### config.mk
export PLATFORM = sky130hd
export DESIGN_NAME = nes_pad_reader_flat
export DESIGN_NICKNAME = d
export VERILOG_FILES = /design/src/rtl/nes_pad_reader_pkg.sv /design/src/rtl/nes_pad_reader_if.sv /design/src/rtl/nes_pad_reader_tick_gen.sv /design/src/rtl/nes_pad_reader.sv /design/src/flat_wrapper.sv
export SDC_FILE = /design/constraint.sdc
export NUM_CORES = 1
export LEC_CHECK = 0
export ABC_CLOCK_PERIOD_IN_PS = 5560
export CORE_ASPECT_RATIO = 1.75
export CORE_MARGIN = 3
export CORE_UTILIZATION = 35
export CTS_BUF_LIST = sky130_fd_sc_hd__clkbuf_8
export CTS_CLUSTER_SIZE = 28
export DETAILED_ROUTE_END_ITERATION = 8
export PLACE_DENSITY = 0.52
export SLEW_MARGIN = 20
export SYNTH_ARGS = -nofsm -noshare
export SYNTH_HDL_FRONTEND = slang
export SYNTH_SLANG_ARGS = --single-unit
### constraint.sdc
create_clock -name clk -period 5.56 [get_ports clk]
set_clock_uncertainty 0.1 [all_clocks]
set_input_delay 1.112 -clock clk [delete_from_list [all_inputs] [get_ports clk]]
set_output_delay 1.112 -clock clk [all_outputs]
set_load 0.02 [all_outputs]
### src/rtl/nes_pad_reader_pkg.sv
// Shared types and constants for the NES controller poller.
package nes_pkg;

  typedef enum logic [2:0] {IDLE, LATCH, LWAIT, CLKHI, CLKLO, DONE} state_t;

  localparam int BTN_A      = 0;
  localparam int BTN_B      = 1;
  localparam int BTN_SELECT = 2;
  localparam int BTN_START  = 3;
  localparam int BTN_UP     = 4;
  localparam int BTN_DOWN   = 5;
  localparam int BTN_LEFT   = 6;
  localparam int BTN_RIGHT  = 7;

  localparam int LATCH_TICKS = 2;
  localparam int NUM_BUTTONS = 8;

endpackage

### src/rtl/nes_pad_reader_if.sv
// Controller pins plus the decoded button outputs of the poller.
interface nes_pad_reader_if;
  import nes_pkg::*;

  logic                   nes_data;
  logic                   nes_latch;
  logic                   nes_clk;
  logic [NUM_BUTTONS-1:0] buttons;
  logic                   valid;
  logic [NUM_BUTTONS-1:0] btn_press;
  state_t                 state;

  // valid is a one-cycle strobe with no ready: buttons/btn_press are new in that cycle and buttons holds after.
  modport master (input nes_data, output nes_latch, nes_clk, buttons, valid, btn_press, state);
  modport slave  (output nes_data, input nes_latch, nes_clk, buttons, valid, btn_press, state);

endinterface

### src/rtl/nes_pad_reader_tick_gen.sv
// Serial half-period divider; tick_last marks the final clk cycle of each tick.
module nes_tick_gen #(
  parameter int TICK_DIV = 300
) (
  input  logic clk,
  input  logic reset,
  input  logic restart,
  output logic tick_last
);

  localparam int CW = (TICK_DIV > 1) ? $clog2(TICK_DIV) : 1;

  logic [CW-1:0] cnt_q, cnt_d;

  assign tick_last = (cnt_q == CW'(TICK_DIV - 1));

  always_comb begin
    cnt_d = cnt_q + CW'(1);
    if (restart || tick_last) cnt_d = '0;
  end

  always_ff @(posedge clk or posedge reset) begin
    if (reset) cnt_q <= '0;
    else       cnt_q <= cnt_d;
  end

endmodule

### src/rtl/nes_pad_reader.sv
// NES controller poller: latch/clock/data frame at a fixed rate, registered button vector.
// Optional NES_EDGE_DETECT_EN builds the newly-pressed (btn_press) logic.
module nes_pad_reader import nes_pkg::*; #(
  parameter int TICK_DIV = 300,
  parameter int POLL_DIV = 833_333
) (
  input logic              clk,
  input logic              reset,
  nes_pad_reader_if.master bus
);

  localparam int PW = (POLL_DIV > 1) ? $clog2(POLL_DIV) : 1;

  state_t                 state_q, state_d;
  logic [PW-1:0]          poll_q, poll_d;
  logic                   poll_wrap;
  logic [1:0]             lticks_q, lticks_d;
  logic [2:0]             bit_idx_q, bit_idx_d;
  logic [NUM_BUTTONS-1:0] shift_q, shift_d;
  logic [NUM_BUTTONS-1:0] buttons_q;
  logic                   sync_q, latch_q, nclk_q, valid_q;
  logic                   tick_last, restart;

  nes_tick_gen #(.TICK_DIV(TICK_DIV)) u_tick (
    .clk       (clk),
    .reset     (reset),
    .restart   (restart),
    .tick_last (tick_last)
  );

  assign poll_wrap = (poll_q == PW'(POLL_DIV - 1));
  assign poll_d    = poll_wrap ? '0 : poll_q + PW'(1);
  assign restart   = (state_d != state_q);

  always_comb begin
    state_d   = state_q;
    lticks_d  = lticks_q;
    bit_idx_d = bit_idx_q;
    shift_d   = shift_q;
    case (state_q)
      IDLE:  if (poll_wrap) state_d = LATCH;
      LATCH: if (tick_last) begin
               if (lticks_q == 2'(LATCH_TICKS - 1)) state_d = LWAIT;
               else lticks_d = lticks_q + 2'd1;
             end
      LWAIT: if (tick_last) begin
               shift_d[0] = ~sync_q;
               bit_idx_d  = 3'd1;
               state_d    = CLKHI;
             end
      CLKHI: if (tick_last) state_d = CLKLO;
      CLKLO: if (tick_last) begin
               shift_d[bit_idx_q] = ~sync_q;
               if (bit_idx_q == 3'd7) state_d = DONE;
               else begin
                 bit_idx_d = bit_idx_q + 3'd1;
                 state_d   = CLKHI;
               end
             end
      DONE:    state_d = IDLE;
      default: state_d = IDLE;
    endcase
    if (state_d != state_q) lticks_d = '0;
  end

  // sync_q is the dedicated metastability stage; the shift-register bit that samples it is the second.
  // One dedicated stage keeps the pin-to-sample latency within a single tick at TICK_DIV=1.
  always_ff @(posedge clk or posedge reset) begin
    if (reset) begin
      state_q   <= IDLE;
      poll_q    <= '0;
      lticks_q  <= '0;
      bit_idx_q <= '0;
      shift_q   <= '0;
      buttons_q <= '0;
      sync_q    <= 1'b1;
      latch_q   <= 1'b0;
      nclk_q    <= 1'b0;
      valid_q   <= 1'b0;
    end else begin
      state_q   <= state_d;
      poll_q    <= poll_d;
      lticks_q  <= lticks_d;
      bit_idx_q <= bit_idx_d;
      shift_q   <= shift_d;
      sync_q    <= bus.nes_data;
      latch_q   <= (state_d == LATCH);
      nclk_q    <= (state_d == CLKHI);
      valid_q   <= (state_q == DONE);
      if (state_q == DONE) buttons_q <= shift_q;
    end
  end

`ifdef NES_EDGE_DETECT_EN
  logic [NUM_BUTTONS-1:0] press_q;
  always_ff @(posedge clk or posedge reset) begin
    if (reset)                press_q <= '0;
    else if (state_q == DONE) press_q <= shift_q & ~buttons_q;
    else                      press_q <= '0;
  end
  assign bus.btn_press = press_q;
`else
  assign bus.btn_press = '0;
`endif

  assign bus.nes_latch = latch_q;
  assign bus.nes_clk   = nclk_q;
  assign bus.buttons   = buttons_q;
  assign bus.valid     = valid_q;
  assign bus.state     = state_q;

  a_wrap_in_idle: assert property (@(posedge clk) disable iff (reset) poll_wrap |-> state_q == IDLE);

endmodule

### src/flat_wrapper.sv
// flat-port wrapper written by rule: the top's interface ports become plain ports
module nes_pad_reader_flat import nes_pkg::*;
#(
  parameter int TICK_DIV = 300,
  parameter int POLL_DIV = 833_333
)
  (clk, reset, bus_nes_data, bus_nes_latch, bus_nes_clk, bus_buttons, bus_valid, bus_btn_press, bus_state);
  nes_pad_reader_if bus_i ();
  input logic clk;
  input logic reset;
  input wire logic [$bits(bus_i.nes_data)-1:0] bus_nes_data;
  output wire logic [$bits(bus_i.nes_latch)-1:0] bus_nes_latch;
  output wire logic [$bits(bus_i.nes_clk)-1:0] bus_nes_clk;
  output wire logic [$bits(bus_i.buttons)-1:0] bus_buttons;
  output wire logic [$bits(bus_i.valid)-1:0] bus_valid;
  output wire logic [$bits(bus_i.btn_press)-1:0] bus_btn_press;
  output wire logic [$bits(bus_i.state)-1:0] bus_state;
  assign bus_i.nes_data = bus_nes_data;
  assign bus_nes_latch = bus_i.nes_latch;
  assign bus_nes_clk = bus_i.nes_clk;
  assign bus_buttons = bus_i.buttons;
  assign bus_valid = bus_i.valid;
  assign bus_btn_press = bus_i.btn_press;
  assign bus_state = bus_i.state;
  nes_pad_reader #(.TICK_DIV(TICK_DIV), .POLL_DIV(POLL_DIV)) u_core (.clk(clk), .reset(reset), .bus(bus_i));
endmodule
==> impl_summary.log <==
INFO  metric placeableCoreArea = 0.00796 sq mm
INFO  metric worstSkewPairLatency = 350 ps
INFO  metric netlist_area = roughly 0.0029 sq mm
INFO  metric layout.nets = about 310
INFO  metric setup_total_negative_slack = 0 ps
INFO  metric clockBufferDepth = 2
INFO  metric place.detailed.hpwl = 4600 microns
INFO  metric grt_max_degree = 58
INFO  metric worst-endpoint-required = 4350 ps
INFO  metric finalHoldWorstSlack = between 300 and 400 ps
INFO  metric drtPass1Iterations = 4
INFO  metric post_drt_wl_per_cell = between 15 and 20 microns
INFO  metric drt-total-wl = a little over 6000 microns
INFO  metric hold_class = flop to flop
INFO  metric drt_iter0_drc = 82
INFO  metric synth_seq_area_share = between 40% and 50%
INFO  metric diodes = 0
INFO  metric final_layout_size_suffix_gt1_share = 8.77%
INFO  metric top_level_ports = 25
INFO  metric final-setup-viol-count = 0
INFO  metric drcViolationCount = 0
INFO  metric postLayoutSetupSlackWorst = 2710 ps
INFO  metric critical_path_cell_list = clkdlybuf4s50_1
INFO  metric gp_congestion = 0.763
INFO  metric synth_ff_type = sky130_fd_sc_hd__dfrtp_1
INFO  metric gate_count_post_synth = 285
INFO  metric worst-slew-pin-transition = 775 ps
INFO  metric crit_buf_inv = 1
INFO  metric cts_resized = 0
INFO  metric grt_pass1_vias = between 2000 and 2500
INFO  metric via_per_inst = 5.21
INFO  metric cts.sinks = 57
INFO  metric report.final.slew_viol_count = 0
INFO  metric grt_setup_unrepaired = false
INFO  metric asyncSetResetFlopFracSynth = 100%
INFO  metric clkTransAtPathRegs = 60 ps
INFO  metric placement.io_buffers = 16
INFO  metric die_h = 126 microns
INFO  metric worst_path_largest_cell_delay = 690 ps
INFO  metric ant_nets = 0
INFO  metric path_max_fanout = 16
INFO  metric routed-via-count = around 2100
INFO  metric timing.final.crit_share = 51.3%
INFO  metric critical_path.top_delay_family = buffers and inverters
INFO  metric timing.final.hold_violations = 0
INFO  metric floorplan.die.width = about 74 microns
INFO  metric h-tree-depth = 3
INFO  metric detailedPlace.worstSlack = 3000 ps
INFO  metric synth_edf_count = 0
INFO  metric grt_usage = 15.1%
INFO  metric cts_made_buffers = 9
INFO  metric tritoncts = yes
INFO  metric yosys_warnings = 0
INFO  metric crit_path_top_delay_cell = sky130_fd_sc_hd__clkdlybuf4s50_1
INFO  metric irDropWorstVdd = roughly 0.11 mV
INFO  metric max_slew_margin = approximately half
INFO  metric classification_of_the_worst_setup_path = flop to output port
INFO  metric static-leakage-power = 1.46 nW
INFO  metric initial_core_utilization = 35.9%
INFO  metric ys_seq_elements = 57
INFO  metric hold_buffers = 0
INFO  metric post-cts-setup-buffers = 0
INFO  metric std_cell_rows = 43
INFO  metric synth.distinct_cells = 46
INFO  metric report.power.total = 0.842 mW
INFO  metric grt_antenna_before_repair = 0
INFO  metric status = finished clean
INFO  metric synth.avg_cell_area = 10.0 sq um
INFO  metric cts.root.buffer_cell = sky130_fd_sc_hd__clkbuf_8
INFO  metric grt_first_pass_wirelength = 10400 microns
INFO  metric cp.arrival = 1640 ps
INFO  metric place_area = 0.00307 sq mm
INFO  metric timing.critical_path.from_type = flop
INFO  metric grt.overflow.total = 0
INFO  metric endpoint_kind = output port
INFO  metric final.min_clock_period = approximately 2900 ps
INFO  metric n_fill_cell = 801
INFO  metric powerDensity = 256 mW/mm^2
INFO  metric peak_freq = 0.350 GHz
INFO  metric design_area = 0.00329 sq mm
INFO  metric layout_area_overhead = 15.0%
INFO  metric maxCapViolCount = 0
INFO  metric floorplan.die_area = 0.00934 sq mm
final timing paths:
kind	start	endpoint	slack, ps	cells after the start
setup / recovery	u_core.bus.state[0]	bus_state[0]	2710	1
hold / removal	u_core.poll_q[19]	u_core.poll_q[19]	380	1
setup reg to reg	u_core.u_tick.cnt_q[0]	u_core.shift_q[1]	3120	5
hold reg to reg	u_core.poll_q[19]	u_core.poll_q[19]	380	1
max in group asynchronous	reset	u_core.bus.buttons[3]	3690	3
min in group asynchronous	reset	u_core.bus.valid	1170	3
state kept, by name, indices dropped and copies added (netlist names):
name,cells
u_core.shift_q,8
u_core.bus.valid,1
u_core.bus.buttons,8
u_core.bus.nes_clk,1
u_core.lticks_q,2
u_core.sync_q,1
u_core.bus.nes_latch,1
u_core.poll_q,20
u_core.u_tick.cnt_q,9
u_core.bus.state,3
u_core.bit_idx_q,3
synthesized netlist by cell type, drive strengths merged (7+ instances only):
cell type | n | area share, %
inv | 17 | 2.2
and3 | 7 | 1.5
o21ai | 18 | 3.3
nand4 | 14 | 3.1
xnor2 | 11 | 3.4
xor2 | 13 | 4.0
buf | 13 | 3.1
nand2 | 17 | 2.2
dfrtp | 56 | 49
nor2 | 26 | 3.5
nand3 | 19 | 3.3
mux2i | 11 | 3.8
per-layer routing:
layer | part of all wire, % | vias to the layer above | GRT usage (%)
met1 | 36 | 1005 | 14.3
li1 | - | 1027 | -
met2 | 59 | 28 | 27.7
met3 | 2.7 | 13 | 4.75
met4 | 2.8 | 0 | 7.55
met5 | 0 | - | 0
metrics by stage:
| step | util [%] | cells |
|---|---|---|
| after floorplan | - | 292 |
| after global placement | 38.5 | 382 |
| after detailed placement | 38.5 | 382 |
| after CTS | 41.2 | 398 |
| after global routing | 41.3 | 398 |
| final | 41.3 | 398 |
placed cells by master (no fill, tap or decap), drive strengths merged, types with 2 or more instances in the layout:
master,Yosys,layout
nand4bb,2,2
and4,2,2
clkdlybuf4s50,0,16
xor2,13,13
mux2,2,2
nor2b,6,6
a311oi,2,2
o21ai,18,18
clkinvlp,0,2
nor3,6,6
nor4,5,5
nand3,19,19
mux2i,11,11
xnor2,11,11
nand2,17,17
dfrtp,56,56
a22oi,3,3
ha,6,6
a211oi,2,2
conb,1,8
a31oi,3,3
inv,17,17
nor3b,2,2
nor4bb,2,2
nor2,26,26
nand4,14,14
buf,13,2
clkbuf,5,12
and3,7,7
cell type report:
cell class              instances  area [sq um]  area share [%]
clock buffers                  12           165            5.02
clock inverters                 4          50.0            1.52
inverters                      17          63.8            1.94
multi-input cells             200          1290            39.3
flip-flops and latches         57          1430            43.4
well taps                      90           113            3.42
repair buffers                 18           175            5.33
cell families (layout without fill, tap and decap cells):
logic type      count (synthesis)  count (layout)  share of synthesized area [%]
other cells                     1               8                          0.131
simple gates                  115             115                           21.8
flops                          57              57                           49.9
mux                            13              13                           4.64
xor+xnor                       24              24                           7.35
buf+inv                        35              51                           5.99
compound gates                 34              34                           7.57
fa+ha+maj                       6               6                           2.62
power by group:
| group | internal [mW] | leakage, nW | switching (mW) |
|---|---|---|---|
| clock network | 0.242 | 0.105 | 0.169 |
| registers | 0.415 | 0.764 | 0.000940 |
| logic | 0.00189 | 0.596 | 0.0129 |
Power figures use the tool's default switching activity.
